--- src/rtl/branch_resolve_bht.sv ---
// branch_resolve_bht
//   EX-stage branch resolver with a 2-bit saturating-counter branch history
//   table (BHT). It resolves the actual direction of the branch in EX from the
//   ALU result, compares it with the prediction carried down from IF, and
//   produces a registered mispredict/redirect. IF reads the BHT
//   combinationally.
//
// Ports
//   clk            core clock, rising edge
//   rst_n          asynchronous active-low reset
//   if_pc          fetch PC used for the BHT lookup
//   if_pred_taken  MSB of the indexed counter (combinational, pre-update value)
//   ex_valid       EX holds a valid branch
//   ex_br_type     00 BEQ, 01 BNE, 10 BLT, 11 BGE
//   ex_alu_out     ALU result (equality flag in bit 0, or A-B)
//   ex_pc          PC of the branch in EX
//   ex_target      computed taken target
//   ex_pred_taken  prediction made at fetch
//   mispredict     registered one-cycle flush pulse
//   redirect_pc    registered correct next PC, valid while mispredict=1
//   br_resolved    registered pulse, one branch retired from EX
//   stat_branches  (BP_STATS_EN only) count of resolved branches
//   stat_mispred   (BP_STATS_EN only) count of mispredicts
//
// Configuration
//   BP_STATS_EN    when defined, adds the two 32-bit statistics counters.

module branch_resolve_bht #(
    parameter int         IDX_W   = 6,
    parameter int         XLEN    = 32,
    parameter logic [1:0] CNT_RST = 2'b01
) (
    input  logic            clk,
    input  logic            rst_n,
    input  logic [XLEN-1:0] if_pc,
    output logic            if_pred_taken,
    input  logic            ex_valid,
    input  logic [1:0]      ex_br_type,
    input  logic [XLEN-1:0] ex_alu_out,
    input  logic [XLEN-1:0] ex_pc,
    input  logic [XLEN-1:0] ex_target,
    input  logic            ex_pred_taken,
    output logic            mispredict,
    output logic [XLEN-1:0] redirect_pc,
`ifdef BP_STATS_EN
    output logic [31:0]     stat_branches,
    output logic [31:0]     stat_mispred,
`endif
    output logic            br_resolved
);

    localparam int ENTRIES = 1 << IDX_W;

    localparam logic [1:0] BR_BEQ = 2'b00;
    localparam logic [1:0] BR_BNE = 2'b01;
    localparam logic [1:0] BR_BLT = 2'b10;

    function automatic logic [1:0] sat_inc(input logic [1:0] c);
        return (c == 2'b11) ? c : c + 2'b01;
    endfunction

    function automatic logic [1:0] sat_dec(input logic [1:0] c);
        return (c == 2'b00) ? c : c - 2'b01;
    endfunction

    logic [1:0]             bht [ENTRIES];
    logic [IDX_W-1:0]       if_idx;
    logic [IDX_W-1:0]       ex_idx_p0;
    logic signed [XLEN-1:0] alu_s_p0;
    logic                   vld_p0;
    logic                   taken_p0;
    logic [XLEN-1:0]        seq_pc_p0;
    logic                   unused_pc_bits;

    assign if_idx         = if_pc[IDX_W+1:2];
    assign if_pred_taken  = bht[if_idx][1];
    assign unused_pc_bits = ^{if_pc[XLEN-1:IDX_W+2], if_pc[1:0]};

    // Stage p0: resolve the branch in EX. The instruction sitting in EX while
    // a mispredict pulse is out is wrong-path and must be dropped.
    assign vld_p0    = ex_valid & ~mispredict;
    assign ex_idx_p0 = ex_pc[IDX_W+1:2];
    assign alu_s_p0  = ex_alu_out;
    assign seq_pc_p0 = ex_pc + XLEN'(4);

    always_comb begin
        taken_p0 = 1'b0;
        case (ex_br_type)
            BR_BEQ:  taken_p0 = ex_alu_out[0];
            BR_BNE:  taken_p0 = ~ex_alu_out[0];
            BR_BLT:  taken_p0 = (alu_s_p0 < 0);
            default: taken_p0 = ~(alu_s_p0 < 0);
        endcase
    end

    // Stage p1: registered resolution outputs.
    always_ff @(posedge clk or negedge rst_n) begin
        if (!rst_n) begin
            mispredict  <= 1'b0;
            br_resolved <= 1'b0;
            redirect_pc <= '0;
        end else begin
            br_resolved <= vld_p0;
            mispredict  <= vld_p0 & (taken_p0 != ex_pred_taken);
            if (vld_p0) begin
                redirect_pc <= taken_p0 ? ex_target : seq_pc_p0;
            end
        end
    end

    // Counter update lands on the same edge; IF sees it one cycle later
    // because the read path has no write bypass.
    always_ff @(posedge clk or negedge rst_n) begin
        if (!rst_n) begin
            for (int i = 0; i < ENTRIES; i++) begin
                bht[i] <= CNT_RST;
            end
        end else if (vld_p0) begin
            bht[ex_idx_p0] <= taken_p0 ? sat_inc(bht[ex_idx_p0]) : sat_dec(bht[ex_idx_p0]);
        end
    end

`ifdef BP_STATS_EN
    // Counted on the edge that raises the corresponding pulse; wraps freely.
    always_ff @(posedge clk or negedge rst_n) begin
        if (!rst_n) begin
            stat_branches <= '0;
            stat_mispred  <= '0;
        end else if (vld_p0) begin
            stat_branches <= stat_branches + 32'd1;
            if (taken_p0 != ex_pred_taken) begin
                stat_mispred <= stat_mispred + 32'd1;
            end
        end
    end
`endif

endmodule
--- config.mk ---
export PLATFORM = sky130hd
export DESIGN_NAME = branch_resolve_bht
export DESIGN_NICKNAME = d
export VERILOG_FILES = /design/src/rtl/branch_resolve_bht.sv
export SDC_FILE = /design/constraint.sdc
export NUM_CORES = 1
export LEC_CHECK = 0
export ABC_AREA = 0
export CORE_MARGIN = 1.5
export CORE_UTILIZATION = 53
export CTS_CLUSTER_SIZE = 28
export DETAILED_ROUTE_END_ITERATION = 7
export GPL_TIMING_DRIVEN = 0
export PLACE_DENSITY = 0.78
export SYNTH_ARGS = -nofsm -noshare
export SYNTH_HDL_FRONTEND = slang
export SYNTH_SLANG_ARGS = --single-unit
--- constraint.sdc ---
create_clock -name clk -period 3.9 [get_ports clk]
set_clock_uncertainty 0.05 [all_clocks]
set_input_delay 0.78 -clock clk [delete_from_list [all_inputs] [get_ports clk]]
set_output_delay 0.78 -clock clk [all_outputs]
set_load 0.02 [all_outputs]
After elaboration in Yosys (flattened, before gate mapping)
Cells that the tools add are included.
Widths: inputs -> output; s select.
{"block": "totals", "input_bits": 134, "word_cells": 102, "regBits": 162}
{"block": "classes", "n_addsub": 3, "eq_ne": 4, "muxes": 14, "n_lt_le_gt_ge": 4, "bitwise_logic": 7, "n_reduce_logical": 3}
{"cell": "$bwmux 128", "n": 1}
{"cell": "$add 32x3->32 const B", "n": 1}
{"cell": "$lt 32x1->1 const B", "n": 1}
{"cell": "$mux 32", "n": 1}
{"cell": "$bmux 2 s6", "n": 2}
{"cell": "$mux 2", "n": 8}
{"cell": "$ge 7x7->1 const B", "n": 2}
{"cell": "$not 6->7", "n": 2}
{"cell": "$demux 2 s6", "n": 1}
{"cell": "$lt 7x1->1 const B", "n": 1}
{"cell": "$eq 2x2->1 const B", "n": 2}
{"cell": "$logic_not 2->1", "n": 2}
{"cell": "$not 1->1", "n": 3}
{"cell": "$pmux 1 s3", "n": 1}
{"cell": "$add 2x1->2 const B", "n": 1}
{"cell": "$and 1x1->1", "n": 2}
{"cell": "$eq 2x1->1 const B", "n": 1}
{"cell": "$sub 2x1->2 const B", "n": 1}
{"cell": "$logic_and 1x1->1", "n": 1}
{"cell": "$ne 1x1->1", "n": 1}

Longest topological paths before layout
{"block": "depth", "depth_word": 8, "mapped_depth": 10, "depth_no_buf": 8}

Least setup slack after synthesis
Ideal clock, no wire load.
{"block": "synth_timing", "kind": "input to output", "start": "input port if_pc[2]", "end": "output port if_pred_taken", "required_time_ns": 3.070, "cell_stages": 5, "setup_slack_ns": 0.054, "n_path_buf": 2, "arrival_time_ns": 3.016, "path_cell_list": "clkbuf_1 -> buf_2 -> mux4_2 -> mux4_2 -> mux4_2"}
{"block": "synth_via", "elab_chain_len": 4}
{"item": "start: declaration", "line_no": "35", "rtl": "input logic [XLEN-1:0] if_pc,"}
{"item": "$not 6->7 (implied by the code)", "line_no": "76", "rtl": "assign if_pred_taken = bht[if_idx][1];"}
{"item": "$bmux 2 s6", "line_no": "76"}
{"item": "$mux 2 (implied by the code) (2 in a row)", "line_no": "76"}
{"item": "end: declaration", "line_no": "36", "rtl": "output logic if_pred_taken,"}
No other way between the ends. The select of a mux whose other input is x is not followed.

Worst setup path after layout
{"block": "layout_timing", "start": "input port ex_pc[2]", "end": "register bht[61] in the netlist's numbering"}
{"block": "layout_via", "elab_chain_len": 8, "elab_cells_between_ends": 17, "classes_between": "add/sub: 2; order compare: 2; eq/ne: 1; mux: 9; bitwise: 1; reduce/logical: 2"}
{"item": "start: declaration", "line_no": "40", "rtl": "input logic [XLEN-1:0] ex_pc,"}
{"item": "$not 6->7 (*)", "line_no": "119", "rtl": "bht[ex_idx_p0] <= taken_p0 ? sat_inc(bht[ex_idx_p0]) : sat_dec(bht[ex_idx_p0]);"}
{"item": "$bmux 2 s6", "line_no": "119"}
{"item": "$mux 2 (implied by the code) (2 in a row)", "line_no": "119"}
{"item": "$sub 2x1->2, or another cell as far along", "line_no": "63", "rtl": "return (c == 2'b00) ? c : c - 2'b01;"}
{"item": "$mux 2 (on tied branches)", "line_no": "63, 59"}
{"item": "$mux 2", "line_no": "119"}
{"item": "$bwmux 128 (*)", "line_no": "119"}
{"item": "end signal: indexed assignment", "line_no": "119"}
{"item": "end: declaration", "line_no": "66", "rtl": "logic [1:0] bht [ENTRIES];"}
Mark *: on every way between the ends. The rest lies on a longest branch, timed or not. The select of a mux whose other input is x is not followed.
A chain may end at the register's enable or synchronous reset.

==> results_dict.tcl <==
set metrics [dict create \
    status "finished with violations" \
    violations "max-capacitance violations, negative setup slack" \
    hpwl_um 19000 \
    grtUsageTotal_pct 31.6 \
    max_stage_delay_ns 0.66 \
    via_count 8401 \
    r2r-end "bht[61]" \
    fp-row-count 48 \
    grt_first_pass_wirelength_um 43900 \
    dieWidth_um 136 \
    gp_congestion 0.877 \
    nets 1240 \
    critPathTopFamily "buffers and inverters" \
    reg2reg_slack_ns 1.05 \
    drive_gt1_share_pct 18.2 \
    hold_class "input port to asynchronous set/reset pin" \
    ys_ff_latch 162 \
    grt_max_degree 124 \
    synth_fp_nets 1109 \
    critPathRequiredTime_ns 4.15 \
    crit_buf_inv 4 \
    cp_max_fo 10 \
    yosys.area.top_type "dfrtp_1" \
    core_region_area_um2 17200 \
    yosys_warnings 0 \
    drtIter0Drc 981 \
    power_leakage_uw 0.00442 \
    crit_type "input port to flip-flop" \
    synth_cell_types 56 \
    antennaDiodeCount 0 \
    multiInputGateArea_um2 4840 \
    slew_headroom_pct 1.94 \
    hold_violations 0 \
    yosysMostFrequentCell "nand2_1" \
    drc 0 \
    routedWlPerCell_um 21.1 \
    io_buffer_count 110 \
    ys.flop_type "dfrtp_1" \
    ff2ff_path_depth 8 \
    crit_top_cell "buf_4" \
    min_period_ns 3.90 \
    gr-total-overflow 0 \
    path_clk_slew_ns 0.06 \
    rsz0062_at_grt "yes" \
    die-area_um2 18400 \
    routed_wl_um 28400 \
    cap_violations 1 \
    cp_cell_sequence "clkdlybuf4s50_1 > buf_4 > buf_4 > mux2_2 > nand2_1 > a21oi_1 > o31ai_1 > nand3_1 > o21ai_4 > clkbuf_1 > a31oi_1" \
    cp_slowest_cell "clkdlybuf4s50_1" \
    synth_edf_count 0 \
    post-place-ws_ns -0.816 \
    syn_area_um2 9340 \
    fmax_mhz 256 \
    synthTopCellsByCount "nand2_1, nor2_1, dfrtp_1" \
    netlist_instances 974 \
    clock_sinks 162 \
    antenna_found_initial 0 \
    fin_ws_ns -0.00241 \
    cts_root_buf "clkbuf_16" \
    regToRegStartpoint "bht[0]" \
    async_flop_share_pct 100 \
    startpoint "ex_pc[2]" \
    ir_drop_mv 0.367 \
    first_pass_iters 5 \
    clock_latency_ns 0.44 \
    die_y_um 136 \
    area_growth_pct 22.5 \
    netlist.area_leader.share_pct 26.3 \
    numCtsBuffers 17 \
    finalSetupViolCount 2 \
    fin_tns_setup_ns -0.00407 \
    crit_arrival_ns 4.15 \
    tightest_slew_ns 1.46 \
    nFillCells 1366 \
    powerDensity_nw_per_um2 489 \
    htreeDepth 4 \
    io_pins 169 \
    cts_buffer_depth 2 \
    critPathLaunchType "input port" \
    ys_top_cells_by_area "dfrtp_1, dfstp_2, mux4_2" \
    start_util_pct 54.2 \
    grt_pass1_vias 8016 \
    setup.worst_path.end_class "flip-flop" \
    slew_violations 0 \
    regArea_um2 4130 \
    fin_crit_sh_pct 100 \
    syn_area_per_cell_um2 9.59 \
    tritoncts "built" \
    ys_seq_area_share_pct 44.3 \
    drtAntennaViolNets 0 \
    vias_per_cell 6.26 \
]
cell usage in the layout (no fill, tap or decap), drive strengths merged, types with 31 or more instances in the layout:
cell           instances
o21ai                 49
nor2                 155
clkdlybuf4s50        108
mux4                  42
buf                   48
clkbuf                55
a21oi                 31
dfstp                 64
dfrtp                 98
nand2                166
a31oi                 64
o31ai                 54
mux2i                 32
final cells by class:
| type | instances | area share [%] |
|---|---|---|
| Buffer | 76 | 3.54 |
| Clock buffer | 24 | 4.49 |
| Clock inverter | 8 | 0.853 |
| Inverter | 4 | 0.131 |
| Multi-Input combinational cell | 732 | 42.3 |
| Sequential cell | 162 | 36.1 |
| Tap cell | 225 | 2.46 |
| Timing Repair Buffer | 112 | 10.1 |
worst max path at each step:
| stage | end | depth (start not counted) |
|---|---|---|
| floorplan | if_pred_taken | 5 |
| global route | bht[99] | 11 |
| CTS | if_pred_taken | 6 |
| detailed placement | if_pred_taken | 6 |
| global placement | redirect_pc[29] | 1 |
| finish | bht[61] | 11 |
per-stage QoR:
| stage | std cells | util [%] | hold slack (ns) | total power [uW] | instance area [um^2] |
|---|---|---|---|---|---|
| 2_1_floorplan | 974 | - | 0.398 | 3230 | 9340 |
| 3_3_place_gp | 1309 | 62.2 | 0.405 | 3760 | 10700 |
| 3_5_place_dp | 1310 | 62.4 | 0.411 | 3810 | 10800 |
| 4_1_cts | 1343 | 66.2 | 0.175 | 5570 | 11400 |
| 5_1_grt | 1343 | 66.4 | 0.188 | 5810 | 11400 |
| 6_report | 1343 | 66.4 | 0.174 | 5590 | 11400 |
flip-flops by register name (all words and copies together) (netlist names):
signal       flops
br_resolved      1
mispredict       1
redirect_pc     32
bht            128
cells by family after synthesis:
| group | Yosys count | share of synthesized area (%) |
|---|---|---|
| buf+inv | 80 | 4.22 |
| xor+xnor | 29 | 2.72 |
| simple gates | 396 | 18.0 |
| mux | 81 | 14.4 |
| flops | 162 | 44.3 |
| fa+ha+maj | 1 | 0.134 |
| compound gates | 225 | 16.2 |
what timing repair did:
item | CTS | global route
hold buffers | 0 | 0
pin swaps | 1 | 0
endpoints found under the setup margin | 125 | 64
setup buffers | 1 | 0
resized for setup | 13 | 7
layer usage:
layer  vias to the layer above  share of wire, %  global-route usage [%]
met5                         -                 0                       0
met4                         0               3.1                    14.9
met3                        81                10                    6.17
met2                       476                47                    50.3
met1                      4039                40                    41.7
li1                       3805                 -                       -
where the power goes:
group / switching, uW / internal [uW]
logic: 822 / 704
registers: 219 / 2100
clock network: 699 / 1050
total: 1740 / 3850
No activity file was read; power rests on OpenSTA's default activity.
==> RTL change 1 (same settings) <==
Register the output `redirect_pc` once more, cleared by the reset; this adds one clock of latency there. The other outputs are not delayed to match. Comments in the files are not updated.
--- a/src/rtl/branch_resolve_bht.sv
+++ b/src/rtl/branch_resolve_bht.sv
@@ -55,6 +55,8 @@
     localparam logic [1:0] BR_BNE = 2'b01;
     localparam logic [1:0] BR_BLT = 2'b10;
 
+    logic [XLEN-1:0] redirect_pc_s0;
+
     function automatic logic [1:0] sat_inc(input logic [1:0] c);
         return (c == 2'b11) ? c : c + 2'b01;
     endfunction
@@ -98,12 +100,12 @@
         if (!rst_n) begin
             mispredict  <= 1'b0;
             br_resolved <= 1'b0;
-            redirect_pc <= '0;
+            redirect_pc_s0 <= '0;
         end else begin
             br_resolved <= vld_p0;
             mispredict  <= vld_p0 & (taken_p0 != ex_pred_taken);
             if (vld_p0) begin
-                redirect_pc <= taken_p0 ? ex_target : seq_pc_p0;
+                redirect_pc_s0 <= taken_p0 ? ex_target : seq_pc_p0;
             end
         end
     end
@@ -135,4 +137,12 @@
     end
 `endif
 
+    always_ff @(posedge clk or negedge rst_n) begin
+        if (!rst_n) begin
+            redirect_pc <= '0;
+        end else begin
+            redirect_pc <= redirect_pc_s0;
+        end
+    end
+
 endmodule
Function: changed (Yosys sat finds a counterexample within 4 cycles, from zero or initial values and one cycle with rst_n low).
==> RTL change 1 against the original RTL <==
Final cell count down 1.0%. Count of clock-buffer cells in the layout decreased by 5. Maximum frequency grew 1.6%. Sequential cell count is 32 higher. Sequential power up 13%. Wire length decreased by 0.30%. Area after synthesis rose by 4.1%. Setup slack better by 0.062 ns. Synthesized cell count decreased by 1.7%. Design area rose by 3.0%. Power rose by 0.57%. Critical path type is now input pin to output pin. Critical endpoint is now if_pred_taken. Largest power group unchanged. Highest routed layer unchanged.
==> RTL change 1: results (changes against the original RTL) <==
[critical_path]
r2r_setup_slack_ns = 1.18  ; was 1.05 ns
path_max_fanout = 10  ; unchanged
cpPeakStageDelay_ns = 0.51  ; was 0.66 ns
cp-startpoint = if_pc[3]  ; was ex_pc[2]
arrival_ns = 3.01  ; was 4.15 ns
rr_startpoint = mispredict$_DFF_PN0_  ; was bht[0]$_DFFE_PN1P_
crit_slowest_cell = mux4_2  ; was clkdlybuf4s50_1
cp-endpoint = if_pred_taken  ; was bht[61]$_DFFE_PN0P_
r2r-end = bht[45]$_DFFE_PN0P_  ; was bht[61]$_DFFE_PN0P_
cp_top_family = multiplexers  ; was buffers and inverters
r2r_cells = 9  ; was 8

[power]
p_leak_nw = 4.76  ; was 4.42 nW
ir_drop_mv = 0.329  ; was 0.367 mV

[layout]
layout-drive-gt1-share = 0.207  ; was 0.182
fillCellCount = 1404  ; was 1366
top_regs = bht (128), redirect_pc (32), redirect_pc_s0 (32)  ; was bht (128), redirect_pc (32)
diodes = 0  ; unchanged
finalNetCount = 1222  ; was 1240

[synth]
synth_common_cells = 240 x nand2_1, 130 x dfrtp_1, 76 x o21ai_1  ; was 166 x nand2_1, 155 x nor2_1, 98 x dfrtp_1
ys_top_cells_by_area = dfrtp_1 33%, dfstp_2 17%, nand2_1 9.3%, mux4_2 6.7%, o21ai_2 4.9%  ; was dfrtp_1 26%, dfstp_2 18%, mux4_2 10%, nand2_1 6.7%, nor2_1 6.2%
synth_nets = 1092  ; was 1109
synth_compound_area_frac = 0.161  ; was 0.162
yosysSeqAreaShare = 0.508  ; was 0.443
yosys.area_share.xor_xnor = 0.0270  ; was 0.0272
yosysWarnings = 0  ; unchanged
synthAdderAreaFrac = 0.00412  ; was 0.00134
synth_mux_area_frac = 0.0921  ; was 0.144
ys.flop_type = dfrtp_1  ; unchanged
ys_types = 65  ; was 56

[clock_tree]
clk_pin_slew_worst_paths_ns = 0.08  ; was 0.06 ns
cts_buffer_depth = 2  ; unchanged
insertion_delay_ns = 0.44  ; about the same
cts_made_buffers = 17  ; unchanged

[sta]
slew_headroom = 0.230  ; was 0.0194
max_freq_mhz = 260  ; was 256 MHz

[place]
port-buffer-count = 109  ; was 110
dpl_cell_area_sq_um = 11200  ; was 10800 sq um
dp_hpwl_um = 20000  ; was 19000 um
place_congestion = 0.950  ; was 0.877

[route]
wl_per_cell_um = 21.3  ; was 21.1 um
drt_iter0_markers = 788  ; was 981
drt_pre_antenna_iters = 7  ; was 5
viasPerCell = 6.10  ; was 6.26

[grt]
grt_pass1_vias = 7765  ; was 8016
grt_use_total = 0.302  ; was 0.316
grt_max_degree = 106  ; was 124
grt_pass1_wl_um = 44600  ; was 43900 um

[hold_path]
min_path_type = input pin to async pin  ; unchanged

[status]
status = finished clean  ; was complete, but fails checks

[RTL change 1: logic make-up after synthesis]
logic type,count (synthesis)
buffers and inverters,68
AO/OA/AOI/OAI,243
adder cells (fa/ha/maj),3
XOR/XNOR,30
multiplexers,53
AND/OR/NAND/NOR,366
flip-flops,194
[RTL change 1: power by group]
part           total [W]  switching, W  internal [W]
combinational    0.00123      0.000700      0.000533
sequential       0.00262      0.000192       0.00243
clock            0.00176      0.000853      0.000910
[RTL change 1: repair_timing]
action,in CTS,in global routing
buffers inserted,0,0
hold buffers,0,0
resized for setup,8,2
endpoints found under the setup margin,1,1
[RTL change 1: area by class of cell]
cell class / count / area [sq um] / area share
flip-flops and latches: 194 / 4930 / 0.419
plain buffers: 60 / 360 / 0.0306
well taps: 229 / 287 / 0.0243
repair buffers: 111 / 1130 / 0.0963
clock buffers: 19 / 464 / 0.0394
inverters: 8 / 30.0 / 0.00255
clock inverters: 13 / 130 / 0.0111
multi-input cells: 695 / 4440 / 0.377
[RTL change 1: stage by stage]
step / TNS [ns] / util / hold slack [ns] / setup slack [ns] / instances
global placement: -991.44 / 0.618 / 0.306 / -5.83 / 1295
CTS: 0 / 0.655 / 0.297 / 0.0103 / 1329
global route: 0 / 0.655 / 0.330 / 0.00973 / 1329
finish: 0 / 0.655 / 0.275 / 0.0592 / 1329
detailed placement: -20.00 / 0.621 / 0.309 / -0.656 / 1297
floorplan: 0 / - / 0.304 / 0.246 / 957
[RTL change 1: per-layer routing]
layer / part of all wire / vias to the layer above / track usage
li1: - / 3641 / -
met4: 0.037 / 0 / 0.119
met5: 0 / - / 0
met1: 0.41 / 3888 / 0.425
met2: 0.45 / 478 / 0.451
met3: 0.10 / 99 / 0.0779
==> RTL change 2 (same settings) <==
Without the edit above. Build with the macro `BP_STATS_EN` defined.
--- a/src/rtl/branch_resolve_bht.sv
+++ b/src/rtl/branch_resolve_bht.sv
@@ -24,6 +24,8 @@
 //
 // Configuration
 //   BP_STATS_EN    when defined, adds the two 32-bit statistics counters.
+
+`define BP_STATS_EN
 
 module branch_resolve_bht #(
     parameter int         IDX_W   = 6,
Formal check against the unedited RTL (old outputs only; new: stat_branches and stat_mispred): no difference found for any inputs over 4 cycles, from zero or initial values and one cycle with rst_n low; that may be too few to reach the edited logic, so the function may still have changed.
==> RTL change 2 against the original RTL <==
Wire length grew 21%. Global-route usage shrank 1.4 points. Design area grew 29%. Sequential power grew 29%. Via count grew 15%. Maximum frequency grew 1.9%. Largest power group unchanged. Area after synthesis grew 24%. Power grew 23%. Die area grew 24%. Worst hold slack gained 0.11 ns. Setup slack gained 0.071 ns. Sequential cell count grew 64.
==> RTL change 2: results (changes against the original RTL) <==
[floorplan]
start_util = 0.547  ; was 0.542
rows = 53  ; was 48

[layout]
multi_input_area_share = 0.377  ; was 0.423
fillCellCount = 1634  ; was 1366
instances_no_fill = 1610  ; was 1343
nNonClkBuffers = 239  ; was 188
clockNetworkAreaShare = 0.0571  ; was 0.0534
nonClkBufAreaFrac = 0.150  ; was 0.136
num-nonclk-inverters = 12  ; was 4
layout-drive-gt1-share = 0.190  ; was 0.182
seqCellArea_sq_um = 5740  ; was 4130 sq um

[grt]
use_met2 = 0.472  ; was 0.503
grt_use_total = 0.302  ; was 0.316
met1_usage = 0.413  ; was 0.417
grt_max_degree = 120  ; was 124
grt_pass1_wl_um = 52600  ; was 43900 um
grt_use_met3 = 0.0759  ; was 0.0617

[place]
place_congestion = 0.972  ; was 0.877
port-buffer-count = 174  ; was 110
dp_slack_ns = -0.767  ; was -0.816 ns
dp_hpwl_um = 24500  ; was 19000 um

[route]
met3_length_um = 3250  ; was 2820 um
viasPerCell = 6.02  ; was 6.26
wl_met2_um = 16000  ; was 13200 um
wl_per_cell_um = 21.3  ; was 21.1 um
m1WireLength_um = 13600  ; was 11400 um
drt_iter0_markers = 908  ; was 981

[synth]
syn_inst = 1109  ; was 974
synth_common_cells = 189 x nand2_1, 162 x dfrtp_1, 96 x o21ai_0  ; was 166 x nand2_1, 155 x nor2_1, 98 x dfrtp_1
synth_nets = 1246  ; was 1109
ys_ff_latch = 226  ; was 162
ys_top_cells_by_area = dfrtp_1 35%, dfstp_2 14%, nand2_1 6.1%, mux2_2 5.6%, mux4_2 5.6%  ; was dfrtp_1 26%, dfstp_2 18%, mux4_2 10%, nand2_1 6.7%, nor2_1 6.2%
yosysSeqAreaShare = 0.494  ; was 0.443
ys_types = 57  ; was 56

[power]
ir_drop_mv = 0.321  ; was 0.367 mV
netSwitchingFraction = 0.292  ; was 0.311
p_leak_nw = 6.22  ; was 4.42 nW
seqPwrFrac = 0.433  ; was 0.414

[sta]
tightest_slew_ns = 1.30  ; was 1.46 ns
finalCritPeriodShare = 0.982  ; was 1.00
hold_ws_ns = 0.283  ; was 0.174 ns

[clock_tree]
cts_made_buffers = 25  ; was 17
h-tree-depth = 1  ; was 4
cts_buffer_depth = 3  ; was 2
insertion_delay_ns = 0.53  ; was 0.44 ns

[critical_path]
cp-startpoint = ex_pc[4]  ; was ex_pc[2]
r2r_setup_slack_ns = 0.90  ; was 1.05 ns
r2r_cells = 9  ; was 8
r2r-end = bht[104]$_DFFE_PN1P_  ; was bht[61]$_DFFE_PN0P_
rr_startpoint = bht[28]$_DFFE_PN1P_  ; was bht[0]$_DFFE_PN1P_
crit_slowest_cell = clkdlybuf4s50_1  ; unchanged
cp-endpoint = bht[41]$_DFFE_PN0P_  ; was bht[61]$_DFFE_PN0P_
cpPeakStageDelay_ns = 0.55  ; was 0.66 ns
arrival_ns = 4.19  ; was 4.15 ns

[status]
status = finished clean  ; was complete, but fails checks

RTL change 2: worst register-to-register path: cells and delay by family (launching register included):
kind	cells	cell delay (ns)
AOI/OAI and AO/OA	4	0.97
muxes	1	0.26
DFF	1	0.38
adders and majority gates	1	0.38
buffers and inverters	2	0.36
and+or+nand+nor	1	0.50
RTL change 2: kinds of logic (layout without fill, tap and decap cells):
family          count (synthesis)  count (layout)  synth area share
flops                         226             226             0.494
compound gates                200             200             0.104
xor+xnor                       92              92            0.0706
simple gates                  404             404             0.160
fa+ha+maj                       6               6           0.00604
buf+inv                        71             297            0.0316
mux                           110             110             0.133
RTL change 2: stage by stage:
stage	instance area [sq um]	power [W]
after detailed placement	13800	0.00447
after global routing	14700	0.00717
after global placement	13700	0.00442
after CTS	14600	0.00688
final	14700	0.00690
after floorplan	11600	0.00377
RTL change 2: repair_timing:
item / in CTS / in global routing
gates resized for setup: 14 / 18
pin swaps: 0 / 1
hold buffers: 0 / 0
setup endpoints to repair: 121 / 130
buffers inserted: 0 / 3
